[src/rtl/datapath_sequencer.sv]
// datapath_sequencer: loadable microprogram controller for CPU_Datapath.
// Each instruction is fetched from a small program RAM (FETCH) and then
// executed (EXECUTE). Only EXEC instructions drive the datapath controls, and
// only for their EXECUTE cycle. start/busy/done lets the board top rerun the
// stored program without reloading it.
module datapath_sequencer #(
  parameter int          PROG_DEPTH = 16,
  parameter logic [15:0] ALU_OP0    = 16'h0001,
  parameter logic [15:0] ALU_OP1    = 16'h0002,
  localparam int         PW         = $clog2(PROG_DEPTH)
) (
  input  logic          clk,
  input  logic          reset,
  input  logic          start,
  input  logic [7:0]    loop_count,
  input  logic          prog_we,
  input  logic [PW-1:0] prog_addr,
  input  logic [15:0]   prog_data,
  output logic [15:0]   RegEnable,
  output logic [3:0]    MuxControlA,
  output logic [3:0]    MuxControlB,
  output logic          MuxControlC,
  output logic [15:0]   AluControl,
  output logic          busy,
  output logic          done,
  output logic [PW-1:0] pc
);

  typedef enum logic [1:0] {S_IDLE, S_FETCH, S_EXEC, S_DONE} state_e;
  typedef enum logic [1:0] {
    OP_NOP  = 2'b00,
    OP_EXEC = 2'b01,
    OP_LOOP = 2'b10,
    OP_HALT = 2'b11
  } op_e;

  // Datapath control bundle, registered so the datapath sees clean levels.
  typedef struct packed {
    logic [15:0] reg_en;
    logic [3:0]  mux_a;
    logic [3:0]  mux_b;
    logic        mux_c;
    logic [15:0] alu;
  } ctl_t;

  logic [15:0]   mem [PROG_DEPTH];
  logic [15:0]   rd_word;
  op_e           rd_op;

  state_e        state_q, state_d;
  logic [PW-1:0] pc_q, pc_d;
  logic [7:0]    ctr_q, ctr_d;
  op_e           op_q;
  logic [3:0]    tgt_q;
  ctl_t          ctl_q, ctl_d;
  logic [PW-1:0] pc_inc;
  logic [PW-1:0] loop_tgt;

  // Program RAM write port: only while idle, never cleared by reset.
  always_ff @(posedge clk) begin
    if (reset && state_q == S_IDLE && prog_we) begin
      mem[prog_addr] <= prog_data;
    end
  end

  assign rd_word  = mem[pc_q];
  assign rd_op    = op_e'(rd_word[15:14]);
  assign pc_inc   = pc_q + PW'(1);
  assign loop_tgt = PW'(tgt_q);

  // Decode the word being fetched into the controls for the next cycle;
  // every other state loads zero, so controls live only in EXECUTE.
  always_comb begin
    ctl_d = '0;
    if (state_q == S_FETCH && rd_op == OP_EXEC) begin
      ctl_d.reg_en = 16'(1) << rd_word[13:10];
      ctl_d.mux_a  = rd_word[9:6];
      ctl_d.mux_b  = rd_word[5:2];
      ctl_d.mux_c  = rd_word[1];
      ctl_d.alu    = rd_word[0] ? ALU_OP1 : ALU_OP0;
    end
  end

  // Instruction register and control output registers.
  always_ff @(posedge clk) begin
    if (!reset) begin
      op_q  <= OP_NOP;
      tgt_q <= '0;
      ctl_q <= '0;
    end else begin
      ctl_q <= ctl_d;
      if (state_q == S_FETCH) begin
        op_q  <= rd_op;
        tgt_q <= rd_word[3:0];
      end
    end
  end

  // Sequencer state, program counter and loop counter.
  always_ff @(posedge clk) begin
    if (!reset) begin
      state_q <= S_IDLE;
      pc_q    <= '0;
      ctr_q   <= '0;
    end else begin
      state_q <= state_d;
      pc_q    <= pc_d;
      ctr_q   <= ctr_d;
    end
  end

  // Next-state logic: fetch/execute alternation, loop and halt handling.
  always_comb begin
    state_d = state_q;
    pc_d    = pc_q;
    ctr_d   = ctr_q;
    unique case (state_q)
      S_IDLE: begin
        if (start) begin
          pc_d    = '0;
          ctr_d   = loop_count;
          state_d = S_FETCH;
        end
      end
      S_FETCH: state_d = S_EXEC;
      S_EXEC: begin
        state_d = S_FETCH;
        unique case (op_q)
          OP_LOOP: begin
            if (ctr_q != 8'd0) begin
              ctr_d = ctr_q - 8'd1;
              pc_d  = loop_tgt;
            end else begin
              pc_d = pc_inc;
            end
          end
          OP_HALT: state_d = S_DONE;
          default: pc_d = pc_inc;
        endcase
      end
      S_DONE:  state_d = S_IDLE;
      default: state_d = S_IDLE;
    endcase
  end

  assign RegEnable   = ctl_q.reg_en;
  assign MuxControlA = ctl_q.mux_a;
  assign MuxControlB = ctl_q.mux_b;
  assign MuxControlC = ctl_q.mux_c;
  assign AluControl  = ctl_q.alu;
  assign busy        = (state_q != S_IDLE);
  assign done        = (state_q == S_DONE);
  assign pc          = pc_q;

endmodule

[config.mk]
export PLATFORM = sky130hd
export DESIGN_NAME = datapath_sequencer
export DESIGN_NICKNAME = d
export VERILOG_FILES = /design/src/rtl/datapath_sequencer.sv
export SDC_FILE = /design/constraint.sdc
export NUM_CORES = 1
export LEC_CHECK = 0
export CAP_MARGIN = 10
export CORE_ASPECT_RATIO = 0.75
export CORE_MARGIN = 2
export CORE_UTILIZATION = 30
export CTS_BUF_LIST = sky130_fd_sc_hd__clkbuf_8
export CTS_CLUSTER_SIZE = 40
export DETAILED_ROUTE_END_ITERATION = 8
export GPL_TIMING_DRIVEN = 0
export MAX_ROUTING_LAYER = met4
export PLACE_DENSITY_LB_ADDON = 0.05
export SLEW_MARGIN = 40
export SYNTH_ARGS = -nofsm -noshare
export SYNTH_HDL_FRONTEND = slang
export SYNTH_SLANG_ARGS = --single-unit
[constraint.sdc]
create_clock -name clk -period 6.98 [get_ports clk]
set_input_delay 1.396 -clock clk [delete_from_list [all_inputs] [get_ports clk]]
set_output_delay 1.396 -clock clk [all_outputs]
set_load 0.05 [all_outputs]
==> metrics.md, run 1 <==
| Metric | Value |
|---|---|
| Status | complete, no violations |
| Vias in the first global route | between 6000 and 7000 |
| DR DRC count | 0 |
| Nets | ~830 |
| Hold Path End | ctr_q[1] |
| CTS Sinks | roughly 310 |
| Yosys top cell area share | between 60% and 70% |
| First-pass GRT wire length | around 44000 um |
| Slew @ Worst Pin | ~820 ps |
| Synth area leader | edfxtp_1 |
| Total power | 3650 uW |
| Slew HR | a little under half |
| # fillers | roughly 3600 |
| HP Class | reg2reg |
| Pin count of the biggest net entering global routing | 17 |
| Seq/Total Area, Yosys | approximately 74% |
| Final Skew | about 24 ps |
| Psw | between 800 and 900 uW |
| Total core area | between 30000 and 40000 um^2 |
| Commonest non-fill, non-tap cell in the layout | edfxtp_1 |
| Flop pwr share | between 50 and 60% |
| Die span in x | about 230 um |
| Post CTS Setup Buffer Count | 0 |
| Maxcap violations | 0 |
| DR vias/cell | approximately 4.7 |
| RSZ-0062 raised after global routing | false |
| Drt total wl | about 30000 um |
| Post-CTS resize count | 0 |
| Setup TNS | 0 ps |
| EDFF count, synth | ~260 |
| Max frequency | 280 MHz |
| Via count | around 6300 |
| CTS Hold Bufs | 0 |
| Fin. Hold Viols | 0 |
| Initial DRC Count | roughly 370 |
| Synth Area in Adders | less than 1% |
| CP endpoint kind | output port |
| H-tree levels | 2 |
| P&R area growth vs syn | 23.4% |
| WL/cell | about 22 um |
| Async set-reset flop share out of synthesis | 0% |
| Flops & latches, synth | 307 |
| Worst-path clk slew | about 60 ps |
| Synth Area in Simple Gates | between 5 and 6% |
| Net Sw Frac | between 20% and 30% |
| Deepest clock path buffer count | 3 |
| Commonest cells after routing, fill and taps aside | edfxtp_1, mux4_2, clkdlybuf4s50_1 |
| IO Pins | between 70 and 80 |
| DRT Pass-1 Iters | 5 |
| Synth warnings | 0 |
| R2r setup slk | 3770 ps |
| Syn Inst Count | between 600 and 700 |
| R2r endpoint | loop_tgt[2] |
| Row count | between 60 and 70 |
| Fin crit share | between 50% and 60% |
| Critical path arrival | between 2000 and 2500 ps |
| Final antenna-violating net count | 0 |
| N_diodes | 0 |
| Gpl congestion | 0.762 |
| Synth Area in XOR/XNOR | 0% |
| Yosys cell types | between 40 and 50 |
| Tmin final | between 3000 and 4000 ps |
| DP Area | 13600 um^2 |
| Int Pwr | roughly 2800 uW |
| Hold Startpoint | ctr_q[1] |
| CP max FO | 8 |
| Leak pwr | 0.00471 uW |
| Top cells by area, synth | edfxtp_1, mux4_2, dfxtp_1 |
| IR drop worst, VDD | around 0.11 mV |
| Avg Inst Size Synth | between 15 and 20 um^2 |
| Post-synthesis mux area share | between 10% and 20% |
| Worst r2r path cells | 6 |
| Fin area | about 14000 um^2 |
| Root buffer cell | clkbuf_8 |
| Antenna violations before repair | 0 |
| Synthesized area | approximately 12000 um^2 |
| CP Launch Type | register |
| GRT overflow | 0 |
| Largest family of logic cells by synthesized area | multiplexers |
| DP HPWL | between 20000 and 25000 um |
| Share of layout cells above drive strength 1 | 26.5% |
| Cell count of the worst hold path | 2 |
| Worst EP required | ~5600 ps |
| # port buffers | between 60 and 70 |
| Setup-failing EPs final | 0 |
| PwrDens | between 200 and 300 nW/um^2 |
| Part of the power in the clock network | between 40% and 50% |
| CTS tree | done |
| GRT Overall Usage | ~15% |
| Final Max Slew Viols | 0 |
| Combinational Power Share | under 10% |
| Die Y | between 150 and 200 um |
| Die area | 40800 um^2 |
| Initial Util | slightly above 30% |
| Crit Path Class | reg2out |
| Most common flop cell mapped by yosys | edfxtp_1 |
| Synth Area in Compound Gates | about 3.4% |
| Clk_lat worst skew | approximately 600 ps |
| Cts bufs inserted | 51 |
-- kinds of logic (layout without fill, tap and decap cells) --
family          count (synthesis)  after routing
compound gates                 55             55
fa+ha+maj                       2              2
buf+inv                        50            235
flops                         307            307
mux                            76             76
other cells                     1             14
simple gates                  146            146
-- worst max-delay path, cell delays in order (launching register included) --
cell             delay, ps
dfxtp_1                460
inv_1                  200
nor2_1                 130
clkdlybuf4s50_1        810
-- power by group through the flow --
stage          Clock (uW)  Sequential [uW]  Combinational, uW
2_1_floorplan           0             2050                101
3_3_place_gp            0             2050                169
3_5_place_dp            0             2050                180
4_1_cts              1520             2010                180
5_1_grt              1600             2010                194
6_report             1470             2010                178
-- how the worst max path moves through the flow --
stage,startpoint,cells past startpoint,end
final,state_q[1],3,done
after global routing,state_q[1],3,done
after global placement,reset,5,mem[1][7]
after floorplan,prog_we,3,mem[0][0]
after CTS,state_q[1],3,done
after detailed placement,reset,6,mem[0][6]
-- metrics by stage --
stage / std cells / hold WS, ps / utilization, % / worst slack [ps]
CTS: 1347 / 478 / 37.7 / 3330
floorplan: 650 / 445 / - / 3510
detailed placement: 1251 / 469 / 35.2 / 2910
global route: 1347 / 499 / 37.7 / 3250
finish: 1347 / 473 / 37.7 / 3400
global placement: 1226 / 460 / 34.0 / 1020
-- per-layer routing --
metal  vias to the layer above  part of all wire [%]  track usage (%)
li1                       2832                     -                -
met1                      3304                    47             20.9
met2                       137                    46             23.7
met3                        47                   4.9             3.56
met4                         0                   1.6             3.90
met5                         -                     0                -
-- final cells by class --
cell class | instances | area, um^2 | share of cell area (%)
repair buffers | 89 | 1000 | 6.90
plain buffers | 41 | 248 | 1.71
multi-input cells | 293 | 2920 | 20.2
clock inverters | 40 | 173 | 1.19
flip-flops and latches | 307 | 8710 | 60.1
well taps | 512 | 641 | 4.42
clock buffers | 56 | 771 | 5.32
inverters | 9 | 33.8 | 0.233
-- synthesized netlist by cell type (3+ instances only) --
master / number
edfxtp_1: 256
mux4_2: 68
dfxtp_1: 51
nand2_1: 45
nor2_1: 37
nor3_1: 22
buf_4: 14
nor2b_1: 14
clkbuf_1: 11
a21oi_1: 10
buf_2: 10
inv_1: 9
o21ai_0: 9
a221oi_1: 6
nand2b_1: 6
nand3_1: 6
nand4_1: 5
o22ai_1: 5
a22o_1: 4
and4_1: 4
a22oi_1: 3
buf_1: 3
buf_6: 3
mux2_2: 3
mux2i_1: 3
o21a_1: 3
or3_1: 3
-- flip-flops by register name, indices dropped and copies added, names as in the netlist, named ones only --
signal and flops:
ctr_q 8, MuxControlB 4, MuxControlA 4, state_q 2, loop_tgt 4, op_q 2, AluControl 2, pc 4
mem 256, RegEnable 16, MuxControlC 1
Note: power is estimated with default switching activity, not from simulation.
==> inputs of run 2 (changes only) <==
Clock period 6.98 ns to 3.5 ns, I/O delays scaled along.
==> results of run 2 <==
The final DEF is identical to that of run 1. Status: complete, no violations.
Among the figures that moved: setup slack after placement 2910 ps -> 124 ps; setup slack after layout 3400 ps -> 291 ps; end point of the critical path done -> loop_tgt[2]; register-to-register setup slack 3770 ps -> 290 ps; total power 3650 uW -> 7290 uW; worst IR drop on VDD 0.112 mV -> 0.223 mV
==> inputs of run 3 (changes only) <==
Settings changed: SETUP_SLACK_MARGIN set to 0.02.
==> results of run 3 <==
The final DEF is identical to that of run 1. Status: complete, no violations.
Among the figures that moved: setup slack after placement 2910 ps -> 124 ps; setup slack after layout 3400 ps -> 291 ps; end point of the critical path done -> loop_tgt[2]; register-to-register setup slack 3770 ps -> 290 ps; total power 3650 uW -> 7290 uW; worst IR drop on VDD 0.112 mV -> 0.223 mV
